**config.mk**
```make
export PLATFORM = sky130hd
export DESIGN_NAME = rule_aggregator
export DESIGN_NICKNAME = d
export VERILOG_FILES = /design/src/rtl/fuzzy_pkg.sv /design/src/rtl/q15_sat_scale.sv /design/src/rtl/rule_aggregator.sv
export SDC_FILE = /design/constraint.sdc
export NUM_CORES = 1
export LEC_CHECK = 0
export CAP_MARGIN = 20
export CORE_MARGIN = 2
export CORE_UTILIZATION = 45
export DETAILED_ROUTE_END_ITERATION = 10
export DONT_BUFFER_PORTS = 1
export SYNTH_ARGS = -nofsm -noshare
export SYNTH_HDL_FRONTEND = slang
export SYNTH_SLANG_ARGS = --single-unit
```
**constraint.sdc**
```tcl
create_clock -name clk -period 3.4 [get_ports clk]
set_input_delay 0.68 -clock clk [delete_from_list [all_inputs] [get_ports clk]]
set_output_delay 0.68 -clock clk [all_outputs]
set_load 0.005 [all_outputs]
```
**src/rtl/fuzzy_pkg.sv**
```systemverilog
// rtl/fuzzy_pkg.sv - shared Q1.15 types and aggregator state encoding
// Contents: Q15_MAX, q15_t, agg_state_t {IDLE, ACC, DRAIN, OUT}.
package fuzzy_pkg;

    localparam logic [15:0] Q15_MAX = 16'h7FFF;

    typedef logic [15:0] q15_t;

    typedef enum logic [1:0] {
        IDLE,
        ACC,
        DRAIN,
        OUT
    } agg_state_t;

endpackage

```
**src/rtl/q15_sat_scale.sv**
```systemverilog
// rtl/q15_sat_scale.sv - converts wide accumulators to Q1.15 sums with clamp/optional ratio scaling
// Optional feature macro: RULE_AGG_RATIO_SCALE_EN
//   undefined: each sum clamped independently to Q15_MAX, sat = either clamped
//   defined:   both accumulators shifted right by the minimum k that brings acc_w <= Q15_MAX,
//              then S_wg clamped; sat = S_wg clamped
// Ports:
//   acc_w  in  ACC_W  sum of strengths
//   acc_wg in  ACC_W  sum of strength*singleton products
//   s_w    out 16     Q1.15 S_w
//   s_wg   out 16     Q1.15 S_wg
//   sat    out 1      a sum was clamped
module q15_sat_scale
    import fuzzy_pkg::*;
#(
    parameter int ACC_W = 24
) (
    input  logic [ACC_W-1:0] acc_w,
    input  logic [ACC_W-1:0] acc_wg,
    output q15_t             s_w,
    output q15_t             s_wg,
    output logic             sat
);

    localparam logic [ACC_W-1:0] MAX_W = ACC_W'(Q15_MAX);

`ifdef RULE_AGG_RATIO_SCALE_EN
    localparam int SH_W = $clog2(ACC_W);

    logic [SH_W-1:0]  k;
    logic [ACC_W-1:0] w_sh;
    logic [ACC_W-1:0] wg_sh;
    logic             wg_ovf;

    // Highest set bit at or above bit 15 decides the shift; later (higher) hits win.
    always_comb begin
        k = '0;
        for (int i = 15; i < ACC_W; i++) begin
            if (acc_w[i]) k = SH_W'(i - 14);
        end
    end

    assign w_sh   = acc_w >> k;
    assign wg_sh  = acc_wg >> k;
    assign wg_ovf = wg_sh > MAX_W;
    // After the shift w_sh never exceeds MAX_W; the compare just keeps the form uniform.
    assign s_w    = (w_sh > MAX_W) ? Q15_MAX : w_sh[15:0];
    assign s_wg   = wg_ovf ? Q15_MAX : wg_sh[15:0];
    assign sat    = wg_ovf;
`else
    logic w_ovf;
    logic wg_ovf;

    assign w_ovf  = acc_w > MAX_W;
    assign wg_ovf = acc_wg > MAX_W;
    assign s_w    = w_ovf ? Q15_MAX : acc_w[15:0];
    assign s_wg   = wg_ovf ? Q15_MAX : acc_wg[15:0];
    assign sat    = w_ovf | wg_ovf;
`endif

endmodule

```
**src/rtl/rule_aggregator.sv**
```systemverilog
// rtl/rule_aggregator.sv - accumulates fired rules into Q1.15 S_w / S_wg frame sums for defuzz
// Optional feature macro: RULE_AGG_RATIO_SCALE_EN (ratio-preserving scaling, see q15_sat_scale)
// Ports:
//   clk, rst_n                  clock, async active-low reset
//   rule_valid/ready/last       rule beat stream handshake and frame end
//   rule_w, rule_g              strength and singleton, unsigned Q1.15
//   S_w, S_wg                   held frame sums, Q1.15 saturated
//   out_valid, out_ready        output handshake
//   sat_flag                    a sum was clamped in the presented frame
//   err_len                     frame closed by hitting N_RULES beats without rule_last
module rule_aggregator
    import fuzzy_pkg::*;
#(
    parameter int N_RULES = 16,
    parameter int ACC_W   = 24
) (
    input  logic        clk,
    input  logic        rst_n,
    input  logic        rule_valid,
    output logic        rule_ready,
    input  logic        rule_last,
    input  logic [15:0] rule_w,
    input  logic [15:0] rule_g,
    output logic [15:0] S_w,
    output logic [15:0] S_wg,
    output logic        out_valid,
    input  logic        out_ready,
    output logic        sat_flag,
    output logic        err_len
);

    localparam int               CNT_W    = $clog2(N_RULES + 1);
    localparam logic [CNT_W-1:0] LAST_CNT = CNT_W'(N_RULES - 1);

    agg_state_t       state;
    logic [CNT_W-1:0] beat_cnt;
    logic             frame_err;
    logic             drain_wait;

    logic             p1_valid;
    q15_t             p1_w;
    logic [ACC_W-1:0] p1_p;
    logic [ACC_W-1:0] acc_w;
    logic [ACC_W-1:0] acc_wg;

    logic [31:0]      prod_sh;
    logic             beat;
    logic             close;
    q15_t             sum_w;
    q15_t             sum_wg;
    logic             sum_sat;

    assign prod_sh = (32'(rule_w) * 32'(rule_g)) >> 15;
    assign beat    = rule_valid && rule_ready;
    assign close   = rule_last || (beat_cnt == LAST_CNT);

    q15_sat_scale #(.ACC_W(ACC_W)) u_sat (
        .acc_w  (acc_w),
        .acc_wg (acc_wg),
        .s_w    (sum_w),
        .s_wg   (sum_wg),
        .sat    (sum_sat)
    );

    always_ff @(posedge clk or negedge rst_n) begin
        if (!rst_n) begin
            state      <= IDLE;
            rule_ready <= 1'b0;
            beat_cnt   <= '0;
            frame_err  <= 1'b0;
            drain_wait <= 1'b0;
            p1_valid   <= 1'b0;
            p1_w       <= '0;
            p1_p       <= '0;
            acc_w      <= '0;
            acc_wg     <= '0;
            S_w        <= '0;
            S_wg       <= '0;
            out_valid  <= 1'b0;
            sat_flag   <= 1'b0;
            err_len    <= 1'b0;
        end else begin
            // Stage 1: product and strength captured on acceptance.
            p1_valid <= beat;
            if (beat) begin
                p1_w <= rule_w;
                p1_p <= ACC_W'(prod_sh);
            end

            // Stage 2: accumulate. Never coincides with the post-handshake clear,
            // because no beat is accepted in DRAIN/OUT.
            if (p1_valid) begin
                acc_w  <= acc_w + ACC_W'(p1_w);
                acc_wg <= acc_wg + p1_p;
            end

            case (state)
                IDLE, ACC: begin
                    // Also raises rule_ready on the first cycle after reset.
                    rule_ready <= !(beat && close);
                    if (beat) begin
                        if (close) begin
                            state     <= DRAIN;
                            beat_cnt  <= '0;
                            frame_err <= !rule_last;
                        end else begin
                            state    <= ACC;
                            beat_cnt <= beat_cnt + 1'b1;
                        end
                    end
                end
                DRAIN: begin
                    // First DRAIN cycle lets stage 2 absorb the last beat.
                    drain_wait <= !drain_wait;
                    if (drain_wait) begin
                        S_w       <= sum_w;
                        S_wg      <= sum_wg;
                        sat_flag  <= sum_sat;
                        err_len   <= frame_err;
                        out_valid <= 1'b1;
                        state     <= OUT;
                    end
                end
                OUT: begin
                    if (out_ready) begin
                        out_valid  <= 1'b0;
                        rule_ready <= 1'b1;
                        acc_w      <= '0;
                        acc_wg     <= '0;
                        state      <= IDLE;
                    end
                end
                default: state <= IDLE;
            endcase
        end
    end

endmodule

```
==> qor.csv, run 1 <==
stage,metric,value,unit
outcome,status,finished with violations,
outcome,violations,"hold timing, setup timing",
synthesis,synthArstFlopShare,1.00,
clocking,cts_max_level,4,
die,start_util,0.459,
synthesis,ys_top_cells_by_area,"fa_1, dfrtp_1, ha_1, inv_1, nand2_1",
synthesis,muxShareOfSynthArea,0.0234,
run,drv_cap,0,
die,rows,66,
critical_path,cpLargestDelayFamily,adder cells,
synthesis,avgSynthCellArea,9.07,sq um
timing,min_period,5.28,ns
synthesis,synth_fp_nets,2022,
global_routing,grt_overflow,0,
critical_path,path_buf_inv,5,
die,ios,73,
global_routing,grt_pass1_vias,11900,
critical_path,start_kind,input pin,
synthesis,synth_xor_area_frac,0.0175,
synthesis,synth_warnings,0,
final_layout,syn2layout_area_growth,15.0,%
worst_hold_path,min_path_type,in -> async,
timing,relSlewSlack,0.435,
clocking,cts_buffer_depth,2,
critical_path,end_kind,register,
timing,finalMaxSlewViolations,0,
synthesis,synthTopCellsByCount,"inv_1, nand2_1, fa_1",
die,dieArea,34800,sq um
critical_path,path_cells,and2_4 > fa_1 > inv_1 > fa_1 > inv_1 > fa_1 > fa_2 > fa_1 > inv_1 > fa_1 > inv_2 > ha_4 > buf_6 > nand4_1 > or2_4 > o22ai_4 > a211o_1 > a21oi_2 > or3_1,
clocking,clk_latency,0.42,ns
clocking,cts_inserted_buffers,17,
global_routing,grt_pass1_wl,62600,um
timing,setup_violations,17,
detailed_routing,routed-via-count,11600,
clocking,cts_sinks,127,
synthesis,synth_edf_count,0,
synthesis,synth_top_area_share,0.260,
placement,routabilityCongestion,0.893,
critical_path,slowest_delay,0.52,ns
synthesis,netlist_area,15000,sq um
synthesis,yosysSeqAreaShare,0.212,
critical_path,cp_max_fo,16,
timing,final.period_utilization,1.55,
timing,fmax,190,MHz
global_routing,track_usage,0.220,
critical_path,crit_top_cell,fa_1,
detailed_routing,vias_per_cell,5.34,
die,core,32700,sq um
detailed_routing,drc,0,
die,die_h,187,um
synthesis,ys_ff_latch,127,
timing,worst_pin_slew,0.847,ns
synthesis,synth_cells,1654,
placement,port_buffers,0,
clocking,cts_root_buf,clkbuf_16,
synthesis,synth_adder_area_share,0.374,
detailed_routing,wl_per_cell,17.1,um
timing,timing.final.ws_setup,-1.88,ns
synthesis,synth_top_family_by_area,adder cells,
timing,final_hold_viol_count,78,
synthesis,synth_area_leader_cell,fa_1,
critical_path,crit_type,in -> reg,
detailed_routing,ant_nets,0,
clocking,cts_tree,built,
synthesis,synthSimpleGateAreaFrac,0.182,
timing,hold_slack,-0.0467,ns
final_layout,antenna_cells,0,
detailed_routing,initialDrtViolationCount,633,
synthesis,synth_compound_gate_area_share,0.118,
final_layout,layout.nets,2076,
global_routing,antenna_found_initial,0,
timing,rsz0062_at_grt,yes,
detailed_routing,wl,36900,um
critical_path,arrival,5.57,ns
final_layout,drive_above_1_share,0.150,
timing,finClkSkew,0.00799,ns
global_routing,grt_max_degree,128,
critical_path,crit_required,3.70,ns
synthesis,synth_flop_cell,dfrtp_1,
placement,hpwl,28600,um
critical_path,cp_slowest_cell,fa_1,
synthesis,synth.distinct_cells,71,
clocking,clk_pin_slew_worst_paths,0.06,ns
die,dieWidth,187,um
placement,post-place-ws,-2.50,ns
detailed_routing,firstDrtPassIters,5,
logic make-up (layout without fill, tap and decap cells):
family                     count (synthesis)  count (layout)
muxes                                     33              33
buffers and inverters                    291             358
DFF                                      127             127
xor gates and xnor gates                  30              30
adders and majority gates                331             331
AOI/OAI and AO/OA                        272             272
and+or+nand+nor                          570             570
path summary, 6_finish.rpt:
| path | cells past startpoint | slack (ns) | startpoint | end |
|---|---|---|---|---|
| worst max-delay path | 19 | -1.88 | rule_g[4] | p1_p[15]$_DFFE_PN0P_ |
| worst min-delay path | 0 | -0.05 | rst_n | S_w[1]$_DFFE_PN0P_ |
| worst max register to register | 9 | 0.57 | acc_w[0]$_DFF_PN0_ | acc_w[20]$_DFF_PN0_ |
| worst min register to register | 1 | 0.49 | beat_cnt[3]$_DFFE_PN0P_ | beat_cnt[3]$_DFFE_PN0P_ |
| max in group asynchronous | 0 | 3.17 | rst_n | p1_w[1]$_DFFE_PN0P_ |
| min in group clk | 1 | 0.34 | rule_last | frame_err$_DFFE_PN0P_ |
layout make-up:
class | instances | area [sq um]
flip-flops and latches | 127 | 3180
inverters | 224 | 841
fillers | 3073 | 15400
clock buffers | 17 | 425
repair buffers | 102 | 835
multi-input cells | 1236 | 11300
clock inverters | 15 | 151
well taps | 442 | 553
routing by layer:
metal	global-route usage	share of wire	routed length [um]
met1	0.324	0.49	18100
met2	0.346	0.45	16800
met3	0.0312	0.045	1660
met4	0.0479	0.0090	332
met5	0	0	0
registers in the layout, indices dropped and copies added, names as in the netlist, 2 cells and up:
register,count
p1_w,16
acc_w,24
S_wg,16
state,2
p1_p,17
beat_cnt,5
acc_wg,24
S_w,16
metrics by stage:
step	util	TNS (ns)	instances	cell area [sq um]	hold WS, ns
6_report	0.528	-29.01	2163	17300	-0.0467
5_1_grt	0.528	-31.68	2163	17300	-0.0761
4_1_cts	0.520	-29.01	2156	17000	-0.0666
3_5_place_dp	0.495	-38.59	2117	16200	0.387
3_3_place_gp	0.495	-37.44	2117	16200	0.387
2_1_floorplan	-	-34.88	1654	15300	0.384
repair_timing:
action / 4_1_cts / 5_1_grt
setup buffers: 9 / 8
hold endpoints to repair: 127 / 127
pin swaps: 49 / 41
gates resized for setup: 41 / 50
setup endpoints to repair: 17 / 17
cells in the final DEF (no fill, tap or decap), drive strengths merged, types with 11 or more instances in the layout:
cell type and n:
o21bai 12, and2 120, a21oi 84, nand4 13
o22a 17, mux2 17, fa 195, ha 136
xnor2 17, clkbuf 17, xor2 13, o211ai 11
a21o 26, mux2i 16, nand2 222, nand3 23
nor2 112, nand2b 11, o21ai 51, inv 231
buf 102, nor3 21, a211oi 15, dfrtp 127
Power of run 1 is left out: the tool's default activity adds up to more than one toggle a clock period on the data nets, which glitch-free logic cannot reach.
==> inputs of run 2 (changes only) <==
Settings changed: ABC_CLOCK_PERIOD_IN_PS from default to 3400.
==> results of run 2 <==
The final DEF is identical to that of run 1; final timing and power are the same.
Power of run 2 is left out for the same reason.
==> inputs of run 3 (changes only) <==
Settings changed: CORE_ASPECT_RATIO from default to 0.6, SLEW_MARGIN from default to 20.
==> qor.csv, run 3 (same netlist as run 1, synthesis figures left out) <==
stage,metric,value,unit,change
timing,rsz0062_at_grt,yes,,unchanged
detailed_routing,firstDrtPassIters,5,,unchanged
final_layout,top_regs,"acc_w: 24 flops, acc_wg: 24 flops, p1_p: 17 flops",,unchanged
clocking,cts_sinks,127,,unchanged
final_layout,layout_common_cells,"nand2_1, inv_1, fa_1, dfrtp_1, ha_1",,unchanged
critical_path,regToRegStartpoint,p1_w[0]$_DFFE_PN0P_,,was acc_w[0]$_DFF_PN0_
placement,hpwl,31000,um,was 28600 um
outcome,violations,"hold timing, setup timing",,unchanged
global_routing,track_usage,0.243,,was 0.220
die,core,32600,sq um,was 32700 sq um
clocking,cts_inserted_buffers,17,,unchanged
die,dieArea,34900,sq um,was 34800 sq um
final_layout,syn2layout_area_growth,15.3,%,was 15.0%
critical_path,crit_required,3.71,ns,was 3.70 ns
clocking,cts_max_level,4,,unchanged
run,drv_cap,0,,unchanged
timing,fmax,188,MHz,was 190 MHz
critical_path,end_kind,register,,unchanged
detailed_routing,wl,40000,um,was 36900 um
global_routing,grt_pass1_wl,67100,um,was 62600 um
die,start_util,0.460,,was 0.459
critical_path,slowest_delay,0.55,ns,was 0.52 ns
detailed_routing,wl_per_cell,18.5,um,was 17.1 um
timing,relSlewSlack,0.405,,was 0.435
timing,finClkSkew,0.0110,ns,was 0.00799 ns
critical_path,path_cells,nand2_4 > fa_1 > inv_2 > fa_1 > inv_2 > fa_1 > inv_2 > fa_2 > fa_1 > inv_2 > fa_1 > inv_2 > ha_4 > buf_4 > buf_6 > buf_4 > nand2_4 > o21ai_2 > o21bai_4 > a21oi_4 > o311a_1 > a221o_1,,was and2_4 > fa_1 > inv_1 > fa_1 > inv_1 > fa_1 > fa_2 > fa_1 > inv_1 > fa_1 > inv_2 > ha_4 > buf_6 > nand4_1 > or2_4 > o22ai_4 > a211o_1 > a21oi_2 > or3_1
critical_path,cpLargestDelayFamily,adder cells,,unchanged
detailed_routing,initialDrtViolationCount,736,,was 633
timing,final_hold_viol_count,38,,was 78
final_layout,fill_cells,2991,,was 3073
final_layout,antenna_cells,0,,unchanged
critical_path,cp_max_fo,16,,unchanged
critical_path,reg2reg_setup_slack,0.56,ns,was 0.57 ns
detailed_routing,routed-via-count,11700,,was 11600
detailed_routing,ant_nets,0,,unchanged
critical_path,r2r_cells,9,,unchanged
clocking,cts_root_buf,clkbuf_16,,unchanged
critical_path,start_kind,input pin,,unchanged
clocking,clk_pin_slew_worst_paths,0.06,ns,about the same
global_routing,grt_max_degree,128,,unchanged
clocking,cts_tree,built,,unchanged
timing,finalMaxSlewViolations,0,,unchanged
critical_path,cp_slowest_cell,fa_1,,unchanged
placement,routabilityCongestion,0.916,,was 0.893
die,dieWidth,240,um,was 187 um
global_routing,grt_overflow,0,,unchanged
critical_path,crit_type,in -> reg,,unchanged
die,die_h,145,um,was 187 um
critical_path,arrival,5.62,ns,was 5.57 ns
final_layout,drive_above_1_share,0.152,,was 0.150
worst_hold_path,min_path_type,in -> async,,unchanged
detailed_routing,drc,0,,unchanged
timing,worst_pin_slew,0.890,ns,was 0.847 ns
critical_path,reg2reg_to,acc_w[20]$_DFF_PN0_,,unchanged
timing,min_period,5.32,ns,was 5.28 ns
outcome,status,finished with violations,,unchanged
placement,port_buffers,0,,unchanged
timing,setup_violations,17,,unchanged
global_routing,antenna_found_initial,0,,unchanged
global_routing,grt_pass1_vias,12300,,was 11900
timing,timing.final.ws_setup,-1.92,ns,was -1.88 ns
die,ios,73,,unchanged
die,rows,51,,was 66
final_layout,mostFrequentLayoutCell,nand2_1,,unchanged
critical_path,path_buf_inv,8,,was 5
detailed_routing,vias_per_cell,5.40,,was 5.34
clocking,cts_buffer_depth,2,,unchanged
timing,hold_slack,-0.0489,ns,was -0.0467 ns
final_layout,layout.nets,2070,,was 2076
clocking,clk_latency,0.43,ns,was 0.42 ns
timing,final.period_utilization,1.56,,was 1.55
[run 3: changes by cell type in the layout (fill, tap and decap cells not counted), moves of 4 or more]
cell	before	now
buf_6	15	8
inv_1	210	205
inv_2	13	18
bufinv_16	1	5
fa_1	187	183
fa_2	8	12
inv_6	6	2
[run 3: worst max path at each step]
stage | startpoint | endpoint | slack (ns) | cells after the start
6_report | rule_g[7] | p1_p[13]$_DFFE_PN0P_ | -1.92 | 22
5_1_grt | rule_g[10] | p1_p[14]$_DFFE_PN0P_ | -2.09 | 19
4_1_cts | rule_g[4] | p1_p[12]$_DFFE_PN0P_ | -1.88 | 19
3_5_place_dp | rule_g[7] | p1_p[12]$_DFFE_PN0P_ | -2.45 | 19
3_3_place_gp | rule_w[5] | p1_p[15]$_DFFE_PN0P_ | -2.38 | 19
2_1_floorplan | rule_g[4] | p1_p[15]$_DFFE_PN0P_ | -2.29 | 21
[run 3: routing by layer]
| metal | track usage | vias up | part of all wire |
|---|---|---|---|
| met5 | 0 | - | 0 |
| met4 | 0.0384 | 0 | 0.0099 |
| met3 | 0.0658 | 38 | 0.076 |
| met2 | 0.344 | 340 | 0.41 |
| met1 | 0.375 | 5805 | 0.50 |
| li1 | - | 5514 | - |
[run 3: per-stage QoR]
step | util | setup TNS (ns) | worst slack, ns | cells | area, sq um
2_1_floorplan | - | -34.88 | -2.29 | 1654 | 15300
4_1_cts | 0.526 | -28.74 | -1.88 | 2161 | 17100
3_3_place_gp | 0.495 | -38.30 | -2.38 | 2120 | 16200
5_1_grt | 0.530 | -32.18 | -2.09 | 2165 | 17300
3_5_place_dp | 0.495 | -39.04 | -2.45 | 2120 | 16200
6_report | 0.530 | -29.47 | -1.92 | 2165 | 17300
[run 3: repair_timing]
item                                    CTS  global route
resized for setup                        63            33
endpoints found under the setup margin   17            17
buffers inserted                         11             5
endpoints found under the hold margin   127           127
pin swaps                                65            52
[run 3: area by class of cell]
class | count | area [sq um] | share of cell area
Multi-Input combinational cell | 1236 | 11300 | 0.653
Sequential cell | 127 | 3180 | 0.184
Inverter | 224 | 841 | 0.0486
Timing Repair Buffer | 96 | 763 | 0.0441
Tap cell | 450 | 563 | 0.0326
Clock buffer | 19 | 453 | 0.0262
Clock inverter | 13 | 208 | 0.0120
Power of run 3 is left out for the same reason.
==> edit 1, RTL diff (flow settings as in run 3) <==
Re-encode `agg_state_t` (4 states) as Gray code, 2 bits wide.
--- a/src/rtl/fuzzy_pkg.sv
+++ b/src/rtl/fuzzy_pkg.sv
@@ -7,10 +7,10 @@
     typedef logic [15:0] q15_t;
 
     typedef enum logic [1:0] {
-        IDLE,
-        ACC,
-        DRAIN,
-        OUT
+        IDLE  = 2'b00,
+        ACC   = 2'b01,
+        DRAIN = 2'b11,
+        OUT   = 2'b10
     } agg_state_t;
 
 endpackage
Formal check against the unedited RTL: same outputs for any inputs over 4 cycles, from zero or initial values and one cycle with rst_n low; so few cycles prove little.
==> edit 1 against run 3 <==
Sequential cell count stayed put; die area is 1.6% lower; area after synthesis is 1.7% lower; routed wire length is 3.1% lower; largest cell class unchanged; the flow still finishes with violations (hold timing, setup timing); cell area is 3.8% lower; worst setup slack worse by 0.21 ns.
Power is left out: the tool's default activity adds up to more than one toggle a clock period on the data nets, which glitch-free logic cannot reach.
==> edit 1: results (changes against run 3) <==
- Status: complete, but fails checks
- DRT iter0 DRCs: 876 (+19%)
- Final hold violations: 127 (+230%)
- Met3 usage: 8.19% (+1.6 points)
- Setup ws final: -2.12 ns (-0.207 ns)
- Share of cells above drive strength 1: 11.3% (-3.9 points)
- M2 GR Usage: 33.3% (-1.1 points)
- WP data arrival: 5.89 ns (+0.27 ns)
- Mapped Nets: 1,998 (-1.2%)
- Met2 WL: 15,400 microns (-6.5%)
- GPL Wtd Cong: 0.919 (+0.29%)
- Routed wire length: 38,800 microns (-3.1%)
- Multiplexer area fraction after synthesis: 1.44% (-0.90 points)
- M1 WL: 19,500 microns (-2.8%)
- Met1 GRT Util: 36.6% (-0.96 points)
- Failing checks: hold timing, setup timing
- Dpl hpwl: 29,700 microns (-4.1%)
- Placed inst area: 15,700 sq um (-2.9%)
- Synth top area cells: fa_1 26%, dfrtp_1 22%, ha_1 12%
- Setup bufs post-CTS: 4 (-7)
- 1st-pass router iterations: 7 (+2)
- Max-slew headroom: 48.7% (+8.2 points)
- Setup-failing EPs final: 17 (unchanged)
- Synth unique cells: 65 (-8.5%)
- WHS: -0.0547 ns (-0.00577 ns)
- Post-synth top cells: 264 x nand2_1, 230 x inv_1, 195 x fa_1
- Post_cts resized: 30 (-52%)
[edit 1: through the flow]
step	setup slack [ns]	std cells
5_1_grt	-2.30	2089
3_3_place_gp	-2.54	2050
6_report	-2.12	2089
4_1_cts	-2.08	2086
3_5_place_dp	-2.62	2050
2_1_floorplan	-2.31	1630
[edit 1: area by class of cell]
cell class / instances / area share [%]
inverter: 232 / 5.24
clock buffer: 23 / 2.75
timing repair buffer: 68 / 3.14
multi-input combinational: 1206 / 65.8
tap: 424 / 3.19
sequential: 127 / 19.1
clock inverter: 9 / 0.805
[edit 1: worst paths after layout]
check / from / end / slack [ns] / cells past startpoint
worst max register to register: acc_wg[0] / acc_wg[16] / 0.44 / 10
worst min-delay path: rst_n / acc_w[8] / -0.05 / 0
max in group asynchronous: rst_n / p1_p[3] / 3.24 / 0
min in group clk: rule_last / frame_err / 0.33 / 1
worst min register to register: p1_w[0] / p1_w[0] / 0.48 / 2
worst max-delay path: rule_w[7] / p1_p[16] / -2.12 / 19
==> edit 2, RTL diff (config.mk and constraints of run 3) <==
Without the edit above. Change the package constant `Q15_MAX` from 16'h7FFF to 16'h3FFF.
--- a/src/rtl/fuzzy_pkg.sv
+++ b/src/rtl/fuzzy_pkg.sv
@@ -2,7 +2,7 @@
 // Contents: Q15_MAX, q15_t, agg_state_t {IDLE, ACC, DRAIN, OUT}.
 package fuzzy_pkg;
 
-    localparam logic [15:0] Q15_MAX = 16'h7FFF;
+    localparam logic [15:0] Q15_MAX = 16'h3FFF;
 
     typedef logic [15:0] q15_t;
 
Formal check against the unedited RTL: not equivalent (a bounded check fails within 10 cycles, from zero or initial values and one cycle with rst_n low).
==> edit 2 against run 3 <==
Count of clock-buffer cells in the layout rose by 5; critical endpoint is now p1_p[15]; critical path type unchanged; final cell count increased by 2.0%; the flow still finishes with violations (hold timing, setup timing); worst setup slack worse by 0.093 ns; area after synthesis is 1.5% higher; register-to-register slack better by 0.06 ns; hold slack hardly changed; sequential cell count unchanged; cell area is 0.60% lower; routed wire length rose by 2.5%; critical path depth decreased by 3; clock skew decreased by 0.0033 ns.
Power is not shown: default switching activity piles up to over one toggle a cycle in this logic, so the estimate is an artifact.
==> edit 2: results (changes against run 3) <==
- Status: complete, but fails checks
- Failing checks: hold timing, setup timing
- Synth top area cells: fa_1 26%, dfrtp_1 21%, ha_1 11%
- N_diodes: 0 (unchanged)
- Vias per cell: 5.44 (+0.67%)
- Routed wire length: 41,000 microns (+2.5%)
- Clk root buf: clkbuf_16
- Slew @ Worst Pin: 0.783 ns (-0.106 ns)
- Main flop type after synthesis: dfrtp_1
- Post-layout nets: 2,106 (+1.7%)
- Placed inst area: 16,400 sq um (+1.3%)
- Dpl hpwl: 31,900 microns (+3.0%)
- H-tree depth: 4 (unchanged)
- DRT iter0 DRCs: 915 (+24%)
- Setup ws final: -2.01 ns (-0.0928 ns)
- Initial antenna violation count: 0 (unchanged)
- Clk_lat worst skew: 0.43 ns (about the same)
- Total Neg Setup Slack: -31.80 ns (-2.32 ns)
- Clock Skews: 0.00767 ns (-0.00332 ns)
- Fillers: 3,098 (+3.6%)
- Post-synth top cells: 261 x nand2_1, 236 x inv_1, 195 x fa_1
- Cts bufs inserted: 17 (unchanged)
- Share of cells above drive strength 1: 12.8% (-2.4 points)
- Pin count of the biggest net entering global routing: 128 (unchanged)
- Sequential area share after synthesis: 20.9% (-0.32 points)
- Post-synthesis async set-or-reset flop share: 100% (unchanged)
- Setup-failing EPs final: 17 (unchanged)
- CP max-delay cell: fa_2
- Reg2Reg Setup Slack: 0.62 ns (+0.06 ns)
- Global-route wire length before repair: 68,600 microns (+2.2%)
- Largest regs: acc_w x24, acc_wg x24, p1_p x17
- WHS: -0.0485 ns (+0.000402 ns)
- Min-delay worst type: input port to async pin
- Final hold violations: 127 (+230%)
- GRT Total Usage: 24.6% (+0.23 points)
- Synth unique cells: 65 (-8.5%)
- Clock transition at path regs: 0.06 ns (about the same)
- GPL Wtd Cong: 0.904 (-1.4%)
- Vias in the first global route: 12,400 (+0.40%)
- Slowest Stage Delay on Critical Path: 0.56 ns
- Clock Path Buffers: 2 (unchanged)
==> edit 2: worst paths after layout <==
kind | startpoint | endpoint | cells after the start
min reg2reg | p1_w[11] | p1_w[11] | 2
max in group asynchronous | rst_n | S_wg[5] | 0
max | rule_g[12] | p1_p[15] | 19
min | rst_n | S_w[1] | 0
max reg2reg | acc_wg[0] | acc_wg[22] | 9
min in group clk | rule_last | frame_err | 1
==> edit 2: cell families (layout without fill, tap and decap cells) <==
logic type                 count (synthesis)  after routing  synth area share [%]
and+or+nand+nor                          599            599                  18.9
adders and majority gates                331            331                  36.8
buffers and inverters                    312            357                  7.73
AOI/OAI and AO/OA                        285            285                  12.6
DFF                                      127            127                  20.9
xor gates and xnor gates                  28             28                  1.61
muxes                                     23             23                  1.52
==> edit 2: final cells by class <==
type	count	area (sq um)	area share, %
Clock buffer	24	462	2.69
Clock inverter	7	65.1	0.378
Inverter	236	886	5.15
Multi-Input combinational cell	1266	11300	65.9
Sequential cell	127	3180	18.5
Tap cell	459	574	3.34
Timing Repair Buffer	90	702	4.08
==> edit 2: what timing repair did <==
item / CTS / global route
setup endpoints to repair: 17 / 17
pin swaps: 46 / 23
buffers inserted: 5 / 2
gates resized for setup: 44 / 28
hold endpoints to repair: 127 / 127
==> edit 2: stage by stage <==
step | utilization (%) | setup slack [ns] | std cells
finish | 51.3 | -2.01 | 2209
global route | 51.3 | -2.15 | 2209
CTS | 51.0 | -1.98 | 2208
detailed placement | 48.8 | -2.61 | 2172
global placement | 48.8 | -2.60 | 2172
floorplan | - | -2.34 | 1705
==> edit 2: per-layer routing <==
layer,wire (microns),vias up,track usage [%]
met2,16800,328,35.0
met3,3120,33,6.01
met1,20800,6041,38.2
met4,291,0,3.39
li1,-,5613,-
met5,0,-,0
